**config.mk**
```make
export PLATFORM = sky130hd
export DESIGN_NAME = mult_frac_scheduler
export DESIGN_NICKNAME = d
export VERILOG_FILES = /design/src/rtl/mult_frac_scheduler.sv
export SDC_FILE = /design/constraint.sdc
export NUM_CORES = 1
export LEC_CHECK = 0
export CORE_MARGIN = 5
export CORE_UTILIZATION = 25
export DETAILED_ROUTE_END_ITERATION = 10
export SYNTH_ARGS = -nofsm -noshare
export SYNTH_HDL_FRONTEND = slang
export SYNTH_SLANG_ARGS = --single-unit
```
**constraint.sdc**
```tcl
create_clock -name clk -period 3.4 [get_ports clk]
set_input_delay 0.51 -clock clk [delete_from_list [all_inputs] [get_ports clk]]
set_output_delay 0.51 -clock clk [all_outputs]
set_load 0.01 [all_outputs]
```
**src/rtl/mult_frac_scheduler.sv**
```systemverilog
// Packs same-mode, same-sign multiply requests into the lanes of a fracturable 9x9 multiplier,
// issues the packed word once, registers the product and unpacks it as an in-order result stream.
module mult_frac_scheduler #(
    parameter int unsigned FLUSH_TIMEOUT = 4
) (
    input  logic        clk,
    input  logic        reset,
    input  logic        in_valid,
    output logic        in_ready,
    input  logic [8:0]  in_a,
    input  logic [8:0]  in_b,
    input  logic [1:0]  in_mode,
    input  logic        in_signed,
    output logic        out_valid,
    input  logic        out_ready,
    output logic [17:0] out_p,
    output logic [1:0]  out_mode,
    output logic        out_last,
    output logic [8:0]  mul_A,
    output logic [8:0]  mul_B,
    output logic        mul_A_sign,
    output logic        mul_B_sign,
    output logic        mul_HALF_0,
    output logic        mul_HALF_1,
    output logic        mul_HALF_2,
    input  logic [17:0] mul_C
);

    localparam logic [1:0] StIdle   = 2'd0;
    localparam logic [1:0] StPack   = 2'd1;
    localparam logic [1:0] StIssue  = 2'd2;
    localparam logic [1:0] StUnpack = 2'd3;

    localparam logic [7:0] TmoLimit = 8'(FLUSH_TIMEOUT);

    logic [1:0]  state_q, state_d;
    logic [1:0]  mode_q, mode_d;
    logic        sign_q, sign_d;
    logic [8:0]  a_q, a_d, b_q, b_d;
    logic [2:0]  cnt_q, cnt_d;
    logic [1:0]  lane_q, lane_d;
    logic [7:0]  tmo_q, tmo_d;
    logic [17:0] prod_q, prod_d;

    logic [1:0]  in_mode_n;
    logic        key_match;
    logic        accept;
    logic        is_idle;
    logic        last_lane;
    logic [7:0]  f8;
    logic [3:0]  f4;
    logic [17:0] lane_p;

    function automatic logic [2:0] lane_cap(input logic [1:0] m);
        case (m)
            2'd1:    return 3'd2;
            2'd2:    return 3'd4;
            default: return 3'd1;
        endcase
    endfunction

    // Drops a right-aligned operand into its lane slot; all other bits stay zero.
    function automatic logic [8:0] place(input logic [8:0] v, input logic [1:0] m,
                                         input logic [1:0] lane);
        logic [8:0] r;
        r = '0;
        case (m)
            2'd1: begin
                if (lane[0]) r[8:5] = v[3:0];
                else         r[3:0] = v[3:0];
            end
            2'd2: begin
                case (lane)
                    2'd0:    r[1:0] = v[1:0];
                    2'd1:    r[3:2] = v[1:0];
                    2'd2:    r[6:5] = v[1:0];
                    default: r[8:7] = v[1:0];
                endcase
            end
            default: r = v;
        endcase
        return r;
    endfunction

    assign in_mode_n = (in_mode == 2'd3) ? 2'd0 : in_mode;
    assign key_match = (in_mode_n == mode_q) && (in_signed == sign_q);
    assign is_idle   = (state_q == StIdle);
    assign in_ready  = is_idle || ((state_q == StPack) && key_match);
    assign accept    = in_valid && in_ready;
    assign last_lane = ({1'b0, lane_q} == (cnt_q - 3'd1));

    always_comb begin
        state_d = state_q;
        mode_d  = mode_q;
        sign_d  = sign_q;
        a_d     = a_q;
        b_d     = b_q;
        cnt_d   = cnt_q;
        lane_d  = lane_q;
        tmo_d   = tmo_q;
        prod_d  = prod_q;
        unique case (state_q)
            StIdle: begin
                if (accept) begin
                    mode_d  = in_mode_n;
                    sign_d  = in_signed;
                    a_d     = place(in_a, in_mode_n, 2'd0);
                    b_d     = place(in_b, in_mode_n, 2'd0);
                    cnt_d   = 3'd1;
                    tmo_d   = '0;
                    state_d = (lane_cap(in_mode_n) == 3'd1) ? StIssue : StPack;
                end
            end
            StPack: begin
                if (accept) begin
                    a_d   = a_q | place(in_a, mode_q, cnt_q[1:0]);
                    b_d   = b_q | place(in_b, mode_q, cnt_q[1:0]);
                    cnt_d = cnt_q + 3'd1;
                    tmo_d = '0;
                    if ((cnt_q + 3'd1) == lane_cap(mode_q)) state_d = StIssue;
                end else if (in_valid) begin
                    // A request with a different key flushes the partial group.
                    tmo_d   = '0;
                    state_d = StIssue;
                end else begin
                    tmo_d = tmo_q + 8'd1;
                    if ((tmo_q + 8'd1) >= TmoLimit) begin
                        tmo_d   = '0;
                        state_d = StIssue;
                    end
                end
            end
            StIssue: begin
                prod_d  = mul_C;
                lane_d  = '0;
                state_d = StUnpack;
            end
            StUnpack: begin
                if (out_ready) begin
                    if (last_lane) begin
                        state_d = StIdle;
                        mode_d  = '0;
                        sign_d  = 1'b0;
                        a_d     = '0;
                        b_d     = '0;
                        cnt_d   = '0;
                        lane_d  = '0;
                    end else begin
                        lane_d = lane_q + 2'd1;
                    end
                end
            end
        endcase
    end

    always_ff @(posedge clk or posedge reset) begin
        if (reset) begin
            state_q <= StIdle;
            mode_q  <= '0;
            sign_q  <= 1'b0;
            a_q     <= '0;
            b_q     <= '0;
            cnt_q   <= '0;
            lane_q  <= '0;
            tmo_q   <= '0;
            prod_q  <= '0;
        end else begin
            state_q <= state_d;
            mode_q  <= mode_d;
            sign_q  <= sign_d;
            a_q     <= a_d;
            b_q     <= b_d;
            cnt_q   <= cnt_d;
            lane_q  <= lane_d;
            tmo_q   <= tmo_d;
            prod_q  <= prod_d;
        end
    end

    always_comb begin
        f8 = lane_q[0] ? prod_q[17:10] : prod_q[7:0];
        case (lane_q)
            2'd0:    f4 = prod_q[3:0];
            2'd1:    f4 = prod_q[7:4];
            2'd2:    f4 = prod_q[13:10];
            default: f4 = prod_q[17:14];
        endcase
        lane_p = prod_q;
        case (mode_q)
            2'd1:    lane_p = {{10{sign_q & f8[7]}}, f8};
            2'd2:    lane_p = {{14{sign_q & f4[3]}}, f4};
            default: lane_p = prod_q;
        endcase
    end

    assign out_valid  = (state_q == StUnpack);
    assign out_p      = out_valid ? lane_p : 18'd0;
    assign out_mode   = out_valid ? mode_q : 2'd0;
    assign out_last   = out_valid && last_lane;

    assign mul_A      = a_q;
    assign mul_B      = b_q;
    assign mul_A_sign = !is_idle && sign_q;
    assign mul_B_sign = !is_idle && sign_q;
    assign mul_HALF_0 = is_idle || (mode_q == 2'd0);
    assign mul_HALF_1 = !is_idle && (mode_q == 2'd1);
    assign mul_HALF_2 = !is_idle && (mode_q == 2'd2);

endmodule
```
==> results.md <==
- The horizontal die dimension is 126 um.
- Walking the worst path, the cells encountered are inv_1 -> ha_2 -> a22oi_1 -> a221oi_2 -> a21bo_2 -> o21ai_0 -> buf_4 -> a21oi_1 -> clkdlybuf4s50_1.
- The leakage component of the power is 1.89 nW.
- The number of failing hold endpoints at the final stage is 0.
- Of the total power, the clock network draws 11.9%.
- The data required time of the critical path is 2890 ps.
- The worst hold path cell count is 1.
- The launch point of the worst path is lane_q[0].
- The worst-case register-to-register setup slack is 510 ps.
- The flow ran to the end, and the final reports show no timing, DRC or antenna violations.
- The worst slack after detailed placement is 332 ps.
- The worst setup path is launched from a flip-flop.
- The library cell used most frequently in the layout, excluding fill and tap cells, is sky130_fd_sc_hd__clkdlybuf4s50_1.
- At the end of routability-driven placement, the weighted congestion stood at 0.833.
- The end point of the most critical hold path is mul_A[6].
- Pin placement for this block handled 89 I/O pins.
- The maximum resistive drop on vdd is 0.286 mV.
- The category of the critical setup timing path is flip-flop to output port.
- For this run, the slowest stage of the critical path takes 560 ps.
- The highest metal layer with signal wires is met4.
- Across every metal layer, demand over resource in global routing totals 12.5%.
- Static timing analysis puts the maximum clock frequency at 310 MHz.
- Summed over all layers, the global routing overflow is 0.
- For the worst setup path, the data arrival time is 2720 ps.
- The synthesized netlist occupies a cell area of 3340 um2.
- The cell count after synthesis is 339.
- Cell internal power was estimated by the tool at 2.50 mW.
- The commonest register cell after synthesis is sky130_fd_sc_hd__dfrtp_1.
- Across all layers, the routed design uses 2960 vias.
- The largest individual stage delay along the critical path comes from the cell sky130_fd_sc_hd__clkdlybuf4s50_1.
- Setup total negative slack on the finished layout was measured at 0 ps.
- The starting utilization of the core area is 25.3%.
- The number of buffers created by CTS is 5.
- The number of nets in the layout is 489.
- The core area is 13200 um2.
- The library cells used most frequently in the layout, excluding fill and tap cells, are sky130_fd_sc_hd__clkdlybuf4s50_1, sky130_fd_sc_hd__dfrtp_1, sky130_fd_sc_hd__o21ai_0.
- The length of routed met3 wiring is 525 um.
- After synthesis, the share of flip-flops with an asynchronous set or reset is 100%.
- The first detailed-routing pass ran for 5 iterations.
- The number of buffers and inverters on the critical path is 3.
- For the worst-skew pair, the clock arrives at the later sink with an insertion delay of 290 ps.
- The number of global-route vias before repair is 3109.
- Registers take 1350 um2.
- The max-slew violation count came to 0.
- The slew of the pin with the lowest slew margin is 747 ps.
- The nature of the critical path endpoint is an output port.
- The clock sink total is 54.
- The first-iteration detailed-routing DRC count is 224.
- The worst register-to-register path ends at mul_A[1].
- The per-cell routed wire length is 16.7 um.
- The number of violations of the max-capacitance limit is 0.
- Of the total power, the share spent switching nets is 42.6%.
- The number of nets in the synthesized netlist is 403.
- The synthesized area per cell is 9.85 um2.
- The clock tree root buffer cell is sky130_fd_sc_hd__clkbuf_16.
- The synthesized netlist contains 52 unique library cells.
- Summing all multi-input logic gate instances after layout gives 1810 um2.
- The period utilization is 94.9%.
- The startpoint of the most critical hold path is mul_A[6].
- The sequential element share of the synthesized area is 40.5%.
- The maximum number of pins on one net before global-route repair is 37.
- The total number of placement rows is 42.
- The area share of the leading cell type in the synthesized netlist is 40.5%.
- Yosys mapped a number of flops with a built-in enable equal to 0.
- The worst clock skew is 8.96 ps.
- In this run the critical register-to-register path is launched from cnt_q[0].
- The maximum net fanout on the critical path is 11.
- The maximum level of the CTS H-tree is 2.
- The growth of design area from synthesis to finish is 37.2%.
- Power spread over the standard cell area amounts to 951 nW/um2.
- The minimum clock period is 3230 ps.
- The clock tree buffer depth is 2.
- Summed over all nets, wire length on met2 after detailed routing comes to 5.07 mm.
- The number of port buffers is 88.
- The first global-routing pass estimated 16.2 mm of wire.
- The biggest area consumer among synthesized cells is sky130_fd_sc_hd__dfrtp_1.
- After detailed routing, the wire length on met1 is 4.29 mm.
- In this run, flip-flops and latches consume 26.2% of the power.
- The floorplan step defined a die boundary enclosing 15800 um2.
- Headroom to the max-slew limit came out at 50.2%.
- The type of the tightest min-delay check is flip-flop to flip-flop.
- The number of setup violations in the final report is 0.
- The cts-stage hold buffer count is 0.
- The number of antenna violations at the first check in global routing was 0.
- The number of antenna diodes in the final layout is 0.
- The logic depth of the worst register-to-register path is 7.
- The share of layout cells above drive strength 1 is 12.0%.
- The count of nets left with antenna violations once routing finished came out at 0.
- TritonCTS built the clock tree.
- The power share of the combinational group is 62.0%.
- Setup repair after global routing left no endpoint under its margin.
- The synthesized design contains 54 register bits.
- After detailed routing, the number of vias per cell comes to 4.92.
- After detailed routing, the number of remaining DRC violations is 0.
- The power dissipated by switching net loads is 1.85 mW.
- The slack of the critical path is 173 ps.
- The count of warnings emitted by yosys is 0.
- The estimated wirelength of the detail-placed design is 7.61 mm.
- After synthesis, the cell types taking the most area are sky130_fd_sc_hd__dfrtp_1, sky130_fd_sc_hd__ha_1, sky130_fd_sc_hd__mux2_2, sky130_fd_sc_hd__o21ai_0, sky130_fd_sc_hd__o2bb2ai_1.
- The final routed wirelength across all metal layers is 10.0 mm.
- The layout has 1353 filler cells.
- The die is 126 um tall.
- The clock slew seen by the registers of the worst setup and hold paths is 70 ps.
- On the critical path the largest part of the delay comes from buffers and inverters.
[cell type report]
type / count / share of cell area (%)
repair buffers: 101 / 21.4
clock inverters: 1 / 0.109
flip-flops and latches: 54 / 29.5
inverters: 20 / 1.64
clock buffers: 7 / 3.11
multi-input cells: 243 / 39.4
well taps: 176 / 4.81
[cells by family after synthesis]
| group | after synthesis | synth area share, % |
|---|---|---|
| AOI/OAI and AO/OA | 106 | 22.7 |
| and+or+nand+nor | 85 | 13.2 |
| DFF | 54 | 40.5 |
| buffers and inverters | 42 | 5.77 |
| muxes | 22 | 7.19 |
| adders and majority gates | 21 | 7.87 |
| xor gates and xnor gates | 9 | 2.77 |
[per-stage QoR]
step,instance area [um2],hold slack [ps],power [mW],utilization (%),cells
after global placement,4410,482,3.77,33.4,592
after detailed placement,4410,475,3.82,33.4,592
after global routing,4580,517,4.69,34.7,602
after CTS,4550,498,4.38,34.5,600
after floorplan,3340,467,2.84,-,339
final,4580,495,4.36,34.7,602
[cell usage after synthesis (8+ instances only)]
cell	number
sky130_fd_sc_hd__inv_1	20
sky130_fd_sc_hd__mux2_2	16
sky130_fd_sc_hd__clkbuf_1	12
sky130_fd_sc_hd__and2_1	8
sky130_fd_sc_hd__a22oi_1	12
sky130_fd_sc_hd__nor2b_1	9
sky130_fd_sc_hd__dfrtp_1	54
sky130_fd_sc_hd__ha_1	21
sky130_fd_sc_hd__nand2b_1	8
sky130_fd_sc_hd__nand2_1	22
sky130_fd_sc_hd__nor2_1	18
sky130_fd_sc_hd__o2bb2ai_1	12
sky130_fd_sc_hd__a21oi_1	17
sky130_fd_sc_hd__o21ai_0	27
[flip-flops by register name (all words and copies together) (netlist names)]
name and flops:
tmo_q 8, mul_A 9, lane_q 2, mul_B 9, prod_q 18, mode_q 2
cnt_q 3, sign_q 1, state_q 2
[worst max-delay path by stage]
stage / endpoint / depth (start not counted) / slack, ps
CTS: out_p[9] / 9 / 10
detailed placement: out_p[9] / 9 / 330
global route: out_p[9] / 9 / 10
global placement: out_p[12] / 9 / 430
floorplan: out_p[10] / 9 / 770
finish: out_p[9] / 9 / 170
[per-layer routing]
layer  GRT usage [%]  vias up
met3            3.33       11
met2            22.0       75
li1                -     1396
met5               0        -
met1            15.1     1478
met4            3.32        0
[power groups by stage]
| stage | Sequential, mW | Combinational, mW | Clock (mW) |
|---|---|---|---|
| 4_1_cts | 1.14 | 2.70 | 0.539 |
| 6_report | 1.14 | 2.70 | 0.517 |
| 5_1_grt | 1.17 | 2.95 | 0.559 |
| 3_5_place_dp | 1.15 | 2.67 | 0 |
| 2_1_floorplan | 1.10 | 1.74 | 0 |
| 3_3_place_gp | 1.15 | 2.62 | 0 |
[timing repair]
| item | 4_1_cts | 5_1_grt |
|---|---|---|
| hold endpoints to repair | 0 | 0 |
| resized for setup | 0 | 4 |
| setup buffers | 0 | 2 |
| setup endpoints to repair | 0 | 14 |
(Power assumes the default switching activity.)
